==> src/rtl/axicb_scfifo_ctrl_if.sv <==
// Push/pull handshake bundle for axicb_scfifo_ctrl.
// slave: the FIFO controller side; master: the producer/consumer side.
interface axicb_scfifo_ctrl_if #(
    parameter int DATA_WIDTH = 8
);
    logic                  in_valid;
    logic                  in_ready;
    logic [DATA_WIDTH-1:0] in_data;
    logic                  out_valid;
    logic                  out_ready;
    logic [DATA_WIDTH-1:0] out_data;

    modport slave (
        input  in_valid,
        input  in_data,
        input  out_ready,
        output in_ready,
        output out_valid,
        output out_data
    );

    modport master (
        output in_valid,
        output in_data,
        output out_ready,
        input  in_ready,
        input  out_valid,
        input  out_data
    );
endinterface

==> src/rtl/axicb_scfifo_ctrl.sv <==
// Single-clock FIFO controller driving an external axicb_scfifo_ram; FFD_EN=1 adds a 2-entry prefetch stage.
// Optional macro AXICB_SCFIFO_LEVEL_EN enables the registered occupancy counter on `level`.
module axicb_scfifo_ctrl #(
    parameter int ADDR_WIDTH = 8,
    parameter int DATA_WIDTH = 8,
    parameter int FFD_EN     = 0
) (
    input  logic                  aclk,
    input  logic                  srst,
    axicb_scfifo_ctrl_if.slave    bus,
    output logic                  ram_wr_en,
    output logic [ADDR_WIDTH-1:0] ram_addr_in,
    output logic [DATA_WIDTH-1:0] ram_data_in,
    output logic [ADDR_WIDTH-1:0] ram_addr_out,
    input  logic [DATA_WIDTH-1:0] ram_data_out,
    output logic [ADDR_WIDTH+1:0] level
);

    localparam logic [ADDR_WIDTH:0] DEPTH = {1'b1, {ADDR_WIDTH{1'b0}}};

    logic [ADDR_WIDTH:0] wr_ptr_q, wr_ptr_d;
    logic [ADDR_WIDTH:0] rd_ptr_q, rd_ptr_d;
    logic [ADDR_WIDTH:0] ram_cnt;
    logic                full;
    logic                ram_empty;
    logic                push;
    logic                pop;
    logic                rd_adv;

    // The extra wrap bit keeps full (cnt==DEPTH) and empty (cnt==0) distinct.
    assign ram_cnt   = wr_ptr_q - rd_ptr_q;
    assign full      = (ram_cnt == DEPTH);
    assign ram_empty = (ram_cnt == '0);

    assign bus.in_ready = !full && !srst;
    assign push         = bus.in_valid && bus.in_ready;
    assign ram_wr_en    = push;
    assign ram_addr_in  = wr_ptr_q[ADDR_WIDTH-1:0];
    assign ram_data_in  = bus.in_data;

    always_comb begin
        wr_ptr_d = wr_ptr_q + (ADDR_WIDTH+1)'(push);
        rd_ptr_d = rd_ptr_q + (ADDR_WIDTH+1)'(rd_adv);
    end

    always_ff @(posedge aclk) begin
        if (srst) begin
            wr_ptr_q <= '0;
            rd_ptr_q <= '0;
        end else begin
            wr_ptr_q <= wr_ptr_d;
            rd_ptr_q <= rd_ptr_d;
        end
    end

    if (FFD_EN == 0) begin : g_direct
        assign bus.out_valid = !ram_empty;
        assign bus.out_data  = ram_data_out;
        assign ram_addr_out  = rd_ptr_q[ADDR_WIDTH-1:0];
        assign pop           = bus.out_valid && bus.out_ready;
        assign rd_adv        = pop;
    end else begin : g_prefetch
        logic [DATA_WIDTH-1:0] stg_q [2];
        logic [DATA_WIDTH-1:0] stg_d [2];
        logic [1:0]            stg_cnt_q, stg_cnt_d;
        logic                  inflight_q;
        logic [ADDR_WIDTH-1:0] raddr_q;
        logic [2:0]            occ;
        logic                  issue;
        logic                  tail_idx;

        assign pop  = (stg_cnt_q != 2'd0) && bus.out_ready;
        // Stage slots already claimed after this cycle's pop; a new read may only fill a free one.
        assign occ   = 3'(stg_cnt_q) + 3'(inflight_q) - 3'(pop);
        assign issue = !ram_empty && (occ < 3'd2);

        assign rd_adv        = issue;
        assign bus.out_valid = (stg_cnt_q != 2'd0);
        assign bus.out_data  = stg_q[0];
        assign ram_addr_out  = issue ? rd_ptr_q[ADDR_WIDTH-1:0] : raddr_q;

        always_comb begin
            stg_d     = stg_q;
            stg_cnt_d = stg_cnt_q - 2'(pop) + 2'(inflight_q);
            tail_idx  = ((stg_cnt_q - 2'(pop)) != 2'd0);
            if (pop) begin
                stg_d[0] = stg_q[1];
            end
            if (inflight_q) begin
                stg_d[tail_idx] = ram_data_out;
            end
        end

        // A read outstanding at reset is dropped: inflight_q clears, so its data never lands.
        always_ff @(posedge aclk) begin
            if (srst) begin
                stg_cnt_q  <= '0;
                inflight_q <= 1'b0;
                raddr_q    <= '0;
            end else begin
                stg_cnt_q  <= stg_cnt_d;
                inflight_q <= issue;
                if (issue) begin
                    raddr_q <= rd_ptr_q[ADDR_WIDTH-1:0];
                end
            end
            stg_q <= stg_d;
        end
    end

`ifdef AXICB_SCFIFO_LEVEL_EN
    logic [ADDR_WIDTH+1:0] level_q, level_d;

    always_comb begin
        level_d = level_q + (ADDR_WIDTH+2)'(push) - (ADDR_WIDTH+2)'(pop);
    end

    always_ff @(posedge aclk) begin
        if (srst) begin
            level_q <= '0;
        end else begin
            level_q <= level_d;
        end
    end

    assign level = level_q;
`else
    assign level = '0;
`endif

endmodule

==> src/flat_wrapper.sv <==
// flat-port wrapper written by rule: the top's interface ports become plain ports
module axicb_scfifo_ctrl_flat 
#(
    parameter int ADDR_WIDTH = 8,
    parameter int DATA_WIDTH = 8,
    parameter int FFD_EN     = 0
)
  (aclk, srst, ram_wr_en, ram_addr_in, ram_data_in, ram_addr_out, ram_data_out, level, bus_in_valid, bus_in_data, bus_out_ready, bus_in_ready, bus_out_valid, bus_out_data);
  axicb_scfifo_ctrl_if #(.DATA_WIDTH(DATA_WIDTH)) bus_i ();
  input  logic aclk;
  input  logic srst;
  output logic ram_wr_en;
  output logic [ADDR_WIDTH-1:0] ram_addr_in;
  output logic [DATA_WIDTH-1:0] ram_data_in;
  output logic [ADDR_WIDTH-1:0] ram_addr_out;
  input  logic [DATA_WIDTH-1:0] ram_data_out;
  output logic [ADDR_WIDTH+1:0] level;
  input wire logic [$bits(bus_i.in_valid)-1:0] bus_in_valid;
  input wire logic [$bits(bus_i.in_data)-1:0] bus_in_data;
  input wire logic [$bits(bus_i.out_ready)-1:0] bus_out_ready;
  output wire logic [$bits(bus_i.in_ready)-1:0] bus_in_ready;
  output wire logic [$bits(bus_i.out_valid)-1:0] bus_out_valid;
  output wire logic [$bits(bus_i.out_data)-1:0] bus_out_data;
  assign bus_i.in_valid = bus_in_valid;
  assign bus_i.in_data = bus_in_data;
  assign bus_i.out_ready = bus_out_ready;
  assign bus_in_ready = bus_i.in_ready;
  assign bus_out_valid = bus_i.out_valid;
  assign bus_out_data = bus_i.out_data;
  axicb_scfifo_ctrl #(.ADDR_WIDTH(ADDR_WIDTH), .DATA_WIDTH(DATA_WIDTH), .FFD_EN(FFD_EN)) u_core (.aclk(aclk), .srst(srst), .bus(bus_i), .ram_wr_en(ram_wr_en), .ram_addr_in(ram_addr_in), .ram_data_in(ram_data_in), .ram_addr_out(ram_addr_out), .ram_data_out(ram_data_out), .level(level));
endmodule
==> config.mk <==
export PLATFORM = sky130hd
export DESIGN_NAME = axicb_scfifo_ctrl_flat
export DESIGN_NICKNAME = d
export VERILOG_FILES = /design/src/rtl/axicb_scfifo_ctrl_if.sv /design/src/rtl/axicb_scfifo_ctrl.sv /design/src/flat_wrapper.sv
export SDC_FILE = /design/constraint.sdc
export NUM_CORES = 1
export LEC_CHECK = 0
export ABC_AREA = 1
export ABC_CLOCK_PERIOD_IN_PS = 3300
export BUFFER_PORTS_ARGS = -buffer_cell sky130_fd_sc_hd__buf_2
export CAP_MARGIN = 10
export CORE_AREA = 2 2 61 63
export DETAILED_ROUTE_END_ITERATION = 10
export DIE_AREA = 0 0 63 65
export PLACE_DENSITY = 0.79
export RECOVER_POWER = 50
export SYNTH_ARGS = -nofsm -noshare
export SYNTH_HDL_FRONTEND = slang
export SYNTH_SLANG_ARGS = --single-unit
==> constraint.sdc <==
create_clock -name aclk -period 3.3 [get_ports aclk]
set_input_delay 0.33 -clock aclk [delete_from_list [all_inputs] [get_ports aclk]]
set_output_delay 0.33 -clock aclk [all_outputs]
set_load 0.03 [all_outputs]
### After elaboration in Yosys (flattened, before gate mapping)

Index checks and enable logic that the tools add are counted.
W data, S select, Z words.

* output and inout port bits: 45
* bits of input ports: 20
* register bits: 18

* equal/unequal tests: 1
* reduce and logical (&&, ||, !) cells: 7
* add/subtract/negate cells: 3

Operator list (number)
* $add A9 B1 Y9: 2
* $eq A9 B9 Y1 const B: 1
* $logic_not A9 Y1: 1
* $sub A9 B9 Y9: 1
* $logic_and A1 B1 Y1: 3
* $logic_not A1 Y1: 3

### Depth between registers and ports, before layout

* depth in word-level cells: 6
* mapped depth: 23
* mapped depth without buffers: 23

### Least setup slack after synthesis

No wires, ideal clock.

* path type: reg-to-reg
* start point: register u_core.rd_ptr_q[2]
* end point: register u_core.wr_ptr_q[8]
* data required time: 3.230 ns
* stages on the path, launching flop included: 19
* arrival: 2.784 ns
* path slack: 0.446 ns
* buffers on the path: 0
* path through: dfxtp_1 inv_1 ha_1 or2_4 nand3b_1 nand3_1 nand2_2 nor2_4 nand3_1 nand2_2 nor2_2 ha_1 ha_1 nand2_1 nor3b_1 nand2_1 nor2_1 o21ai_0 a21oi_1

* word-level cells in the longest chain between the ends: 6

Ends and longest elaborated chain
* from (decl): line axicb_scfifo_ctrl.sv:22 `logic [ADDR_WIDTH:0] rd_ptr_q, rd_ptr_d;`
* from (signal assigned): line axicb_scfifo_ctrl.sv:52 `rd_ptr_q <= rd_ptr_d;`
* $sub A9 B9 Y9: line axicb_scfifo_ctrl.sv:31 `assign ram_cnt = wr_ptr_q - rd_ptr_q;`
* $eq A9 B9 Y1: line axicb_scfifo_ctrl.sv:32 `assign full = (ram_cnt == DEPTH);`
* $logic_not A1 Y1: line axicb_scfifo_ctrl.sv:35 `assign bus.in_ready = !full && !srst;`
* $logic_and A1 B1 Y1: line axicb_scfifo_ctrl.sv:35
* $logic_and A1 B1 Y1: line axicb_scfifo_ctrl.sv:36 `assign push = bus.in_valid && bus.in_ready;`
* named net ram_wr_en: line flat_wrapper.sv:12 `output logic ram_wr_en;`
* $add A9 B1 Y9: line axicb_scfifo_ctrl.sv:42 `wr_ptr_d = wr_ptr_q + (ADDR_WIDTH+1)'(push);`
* to (signal assigned): line axicb_scfifo_ctrl.sv:51 `wr_ptr_q <= wr_ptr_d;`
* to (decl): line axicb_scfifo_ctrl.sv:21 `logic [ADDR_WIDTH:0] wr_ptr_q, wr_ptr_d;`

The timed path passes the listed nets, and every way through them passes these cells.
A chain may end at the register's enable or synchronous reset.

### Final worst setup path

* start point: register u_core.rd_ptr_q[5]
* end point: register u_core.rd_ptr_q[8]

* word-level cells in the longest chain between the ends: 5

Ends and longest elaborated chain
* $sub A9 B9 Y9: line axicb_scfifo_ctrl.sv:31
* $logic_not A9 Y1: line axicb_scfifo_ctrl.sv:33 `assign ram_empty = (ram_cnt == '0);`
* $logic_not A1 Y1: line axicb_scfifo_ctrl.sv:57 `assign bus.out_valid = !ram_empty;`
* $logic_and A1 B1 Y1: line axicb_scfifo_ctrl.sv:60 `assign pop = bus.out_valid && bus.out_ready;`
* $add A9 B1 Y9 (*): line axicb_scfifo_ctrl.sv:43 `rd_ptr_d = rd_ptr_q + (ADDR_WIDTH+1)'(rd_adv);`

Mark *: on every way between the ends. The rest lies on a longest branch, timed or not.

==> impl_metrics.ini <==
[outcome]
status = finished clean

[critical_path]
crit_slowest_cell = dfxtp_1
cp-end-kind = flop
worst-path-buf-inv = 3
arrival_ns = 3.00
path_cells = inv_1, ha_1, a21oi_2, o21a_1, nand2_1, nand2_1, nand2_1, nand3b_2, nand2_1, inv_1, ha_1, ha_1, nand2_1, nor2_1, inv_1, nor2_1, nand4_1, xor2_1, nor2_1
crit_type = reg -> reg
critPathMaxFanout = 5
crit_family = simple AND/OR/NAND/NOR gates
cp.required_ns = 3.49
crit_path_frequent_cell = nand2_1
cpPeakStageDelay_ns = 0.41
startpoint_type = flop

[yosys]
postSynthAreaPerCell_um2 = 6.69
netlist_instances = 234
netlist_area_um2 = 1570
synth_seq_cells = 18
yosysSeqAreaShare = 0.230
yosysUniqueCellTypes = 28
synth.yosys.warnings = 0

[sta]
fmax_mhz = 356
skew_ns = 0.00397
min_period_over_period = 0.852
final_hold_viol_count = 0
rsz0062_at_grt = false
finalSetupTns_ns = 0
final-max-slew-violation-count = 0
setup_viol = 0
period_minus_slack_ns = 2.81

[global_route]
grt_pass1_wl_um = 4510
grt_usage = 0.134
grt_max_degree = 11
overflow = 0
first_global_vias = 1096
antenna_found_initial = 0

[route]
drt-wirelength-per-cell_um = 9.63
drt_pass1_iterations = 4
vias = 1238
drc = 0
initialDrtViolationCount = 26
routed_wl_um = 2640
ant_nets = 0
vias_per_cell = 4.52

[layout]
multi_input_comb_area_um2 = 782
fin_nets = 259
final-seq-area_um2 = 360
diodes = 0
stdcell_count = 274
layout-drive-gt1-share = 0.133
fillers = 374
syn_to_final_growth_pct = -5.52

[floorplan]
floorplan.initialDensity = 0.448
ioPinCount = 65
die_x_um = 63
die-area_um2 = 4100
coreArea_um2 = 3500
die_h_um = 65
rows = 22

[cts]
cts_buffers = 3
tritoncts = done
htree_levels = 1
cts_root_buffer = clkbuf_4
cts_sinks = 18
clock_latency_ns = 0.29
cts_setup_buffers = 0
clk_pin_slew_ns = 0.10
cts.path.max_buffers = 2

[power]
vdd_ir_drop_max_mv = 0.224
p_leak_nw = 0.750
powerDensity_nw_per_um2 = 379

[hold_path]
min_path_type = in -> reg

[placement]
io_buffers = 22
globalplace.congestion = 0.842
place_hpwl_um = 2160
dp_cells = 270

[run]
maxCapViolations = 0
[metrics by stage]
step	cell area (µm²)	total power, W	util	hold slack (ns)	setup slack [ns]
2_1_floorplan	1600	0.000451	-	0.443	0.446
6_report	1480	0.000561	0.423	0.335	0.487
5_1_grt	1480	0.000605	0.423	0.344	0.0874
3_3_place_gp	1450	0.000429	0.415	0.455	0.513
3_5_place_dp	1450	0.000432	0.415	0.463	0.462
4_1_cts	1490	0.000569	0.425	0.329	0.427
[cell usage after synthesis (all sizes together)]
library cell,instances,area (µm²)
a21oi,13,68.8
nand3,13,70.1
nand3b,3,26.3
nor4,1,6.26
nand4,2,12.5
a31oi,1,6.26
o21ai,7,35.0
xnor2,1,8.76
xor2,1,8.76
nand2,48,193
nor3b,2,15.0
inv,38,143
nor2,24,103
ha,12,150
dfxtp,18,360
nor3,4,20.0
buf,42,315
o21a,1,7.51
or2,1,8.76
conb,1,3.75
clkbuf,1,3.75
[report_power, final]
part / internal (W) / switching, W
Combinational: 0.0000640 / 0.000131
Sequential: 0.000224 / 0.00000611
Clock: 0.0000672 / 0.0000686
[placed cells by master (no fill, tap or decap), types with 2 or more instances in the layout]
cell type | Yosys | routed
a21oi_1 | 12 | 12
buf_2 | 0 | 12
clkbuf_1 | 1 | 10
clkbuf_4 | 0 | 3
conb_1 | 1 | 10
dfxtp_1 | 18 | 18
ha_1 | 12 | 12
inv_1 | 37 | 37
nand2_1 | 43 | 43
nand2_2 | 5 | 5
nand3_1 | 12 | 12
nand3b_1 | 2 | 2
nand4_1 | 2 | 2
nor2_1 | 21 | 21
nor2_2 | 2 | 2
nor3_1 | 4 | 4
o21ai_0 | 7 | 7
[registers in the layout (all words and copies together) (netlist names)]
signal and flops:
u_core.wr_ptr_q 9, u_core.rd_ptr_q 9
[cells by family (layout without fill, tap and decap cells)]
| kind of cell | Yosys count | in the layout | synth area share |
|---|---|---|---|
| AO/OA/AOI/OAI | 22 | 22 | 0.0751 |
| XOR/XNOR | 2 | 2 | 0.0112 |
| adder cells (fa/ha/maj) | 12 | 12 | 0.0959 |
| buffers and inverters | 81 | 64 | 0.295 |
| flip-flops | 18 | 18 | 0.230 |
| other | 1 | 10 | 0.00240 |
| AND/OR/NAND/NOR | 98 | 98 | 0.290 |
[routing by layer]
layer,routed length (µm),vias up,GRT usage
li1,-,661,-
met1,1230,553,0.165
met2,1290,20,0.241
met3,84,4,0.0122
met4,37,0,0.0556
met5,0,-,0
[final cells by class]
class	instances	area share
clock buffers	4	0.0245
inverters	38	0.0964
multi-input cells	144	0.529
flip-flops and latches	18	0.244
well taps	48	0.0406
repair buffers	22	0.0660
[timing repair]
| action | 4_1_cts | 5_1_grt |
|---|---|---|
| hold buffers | 0 | 0 |
| gates resized for setup | 0 | 1 |
| setup endpoints to repair | 0 | 1 |
| endpoints found under the hold margin | 0 | 0 |
[final timing paths]
kind                                    startpoint            endpoint  slack [ns]  cells past startpoint
worst max-delay path            u_core.rd_ptr_q[5]  u_core.rd_ptr_q[8]        0.49                     19
worst max register to register  u_core.rd_ptr_q[5]  u_core.rd_ptr_q[8]        0.49                     19
worst min-delay path                          srst  u_core.wr_ptr_q[0]        0.33                      2
worst min register to register  u_core.wr_ptr_q[8]  u_core.wr_ptr_q[8]        0.48                      1
(Power assumes the default switching activity.)
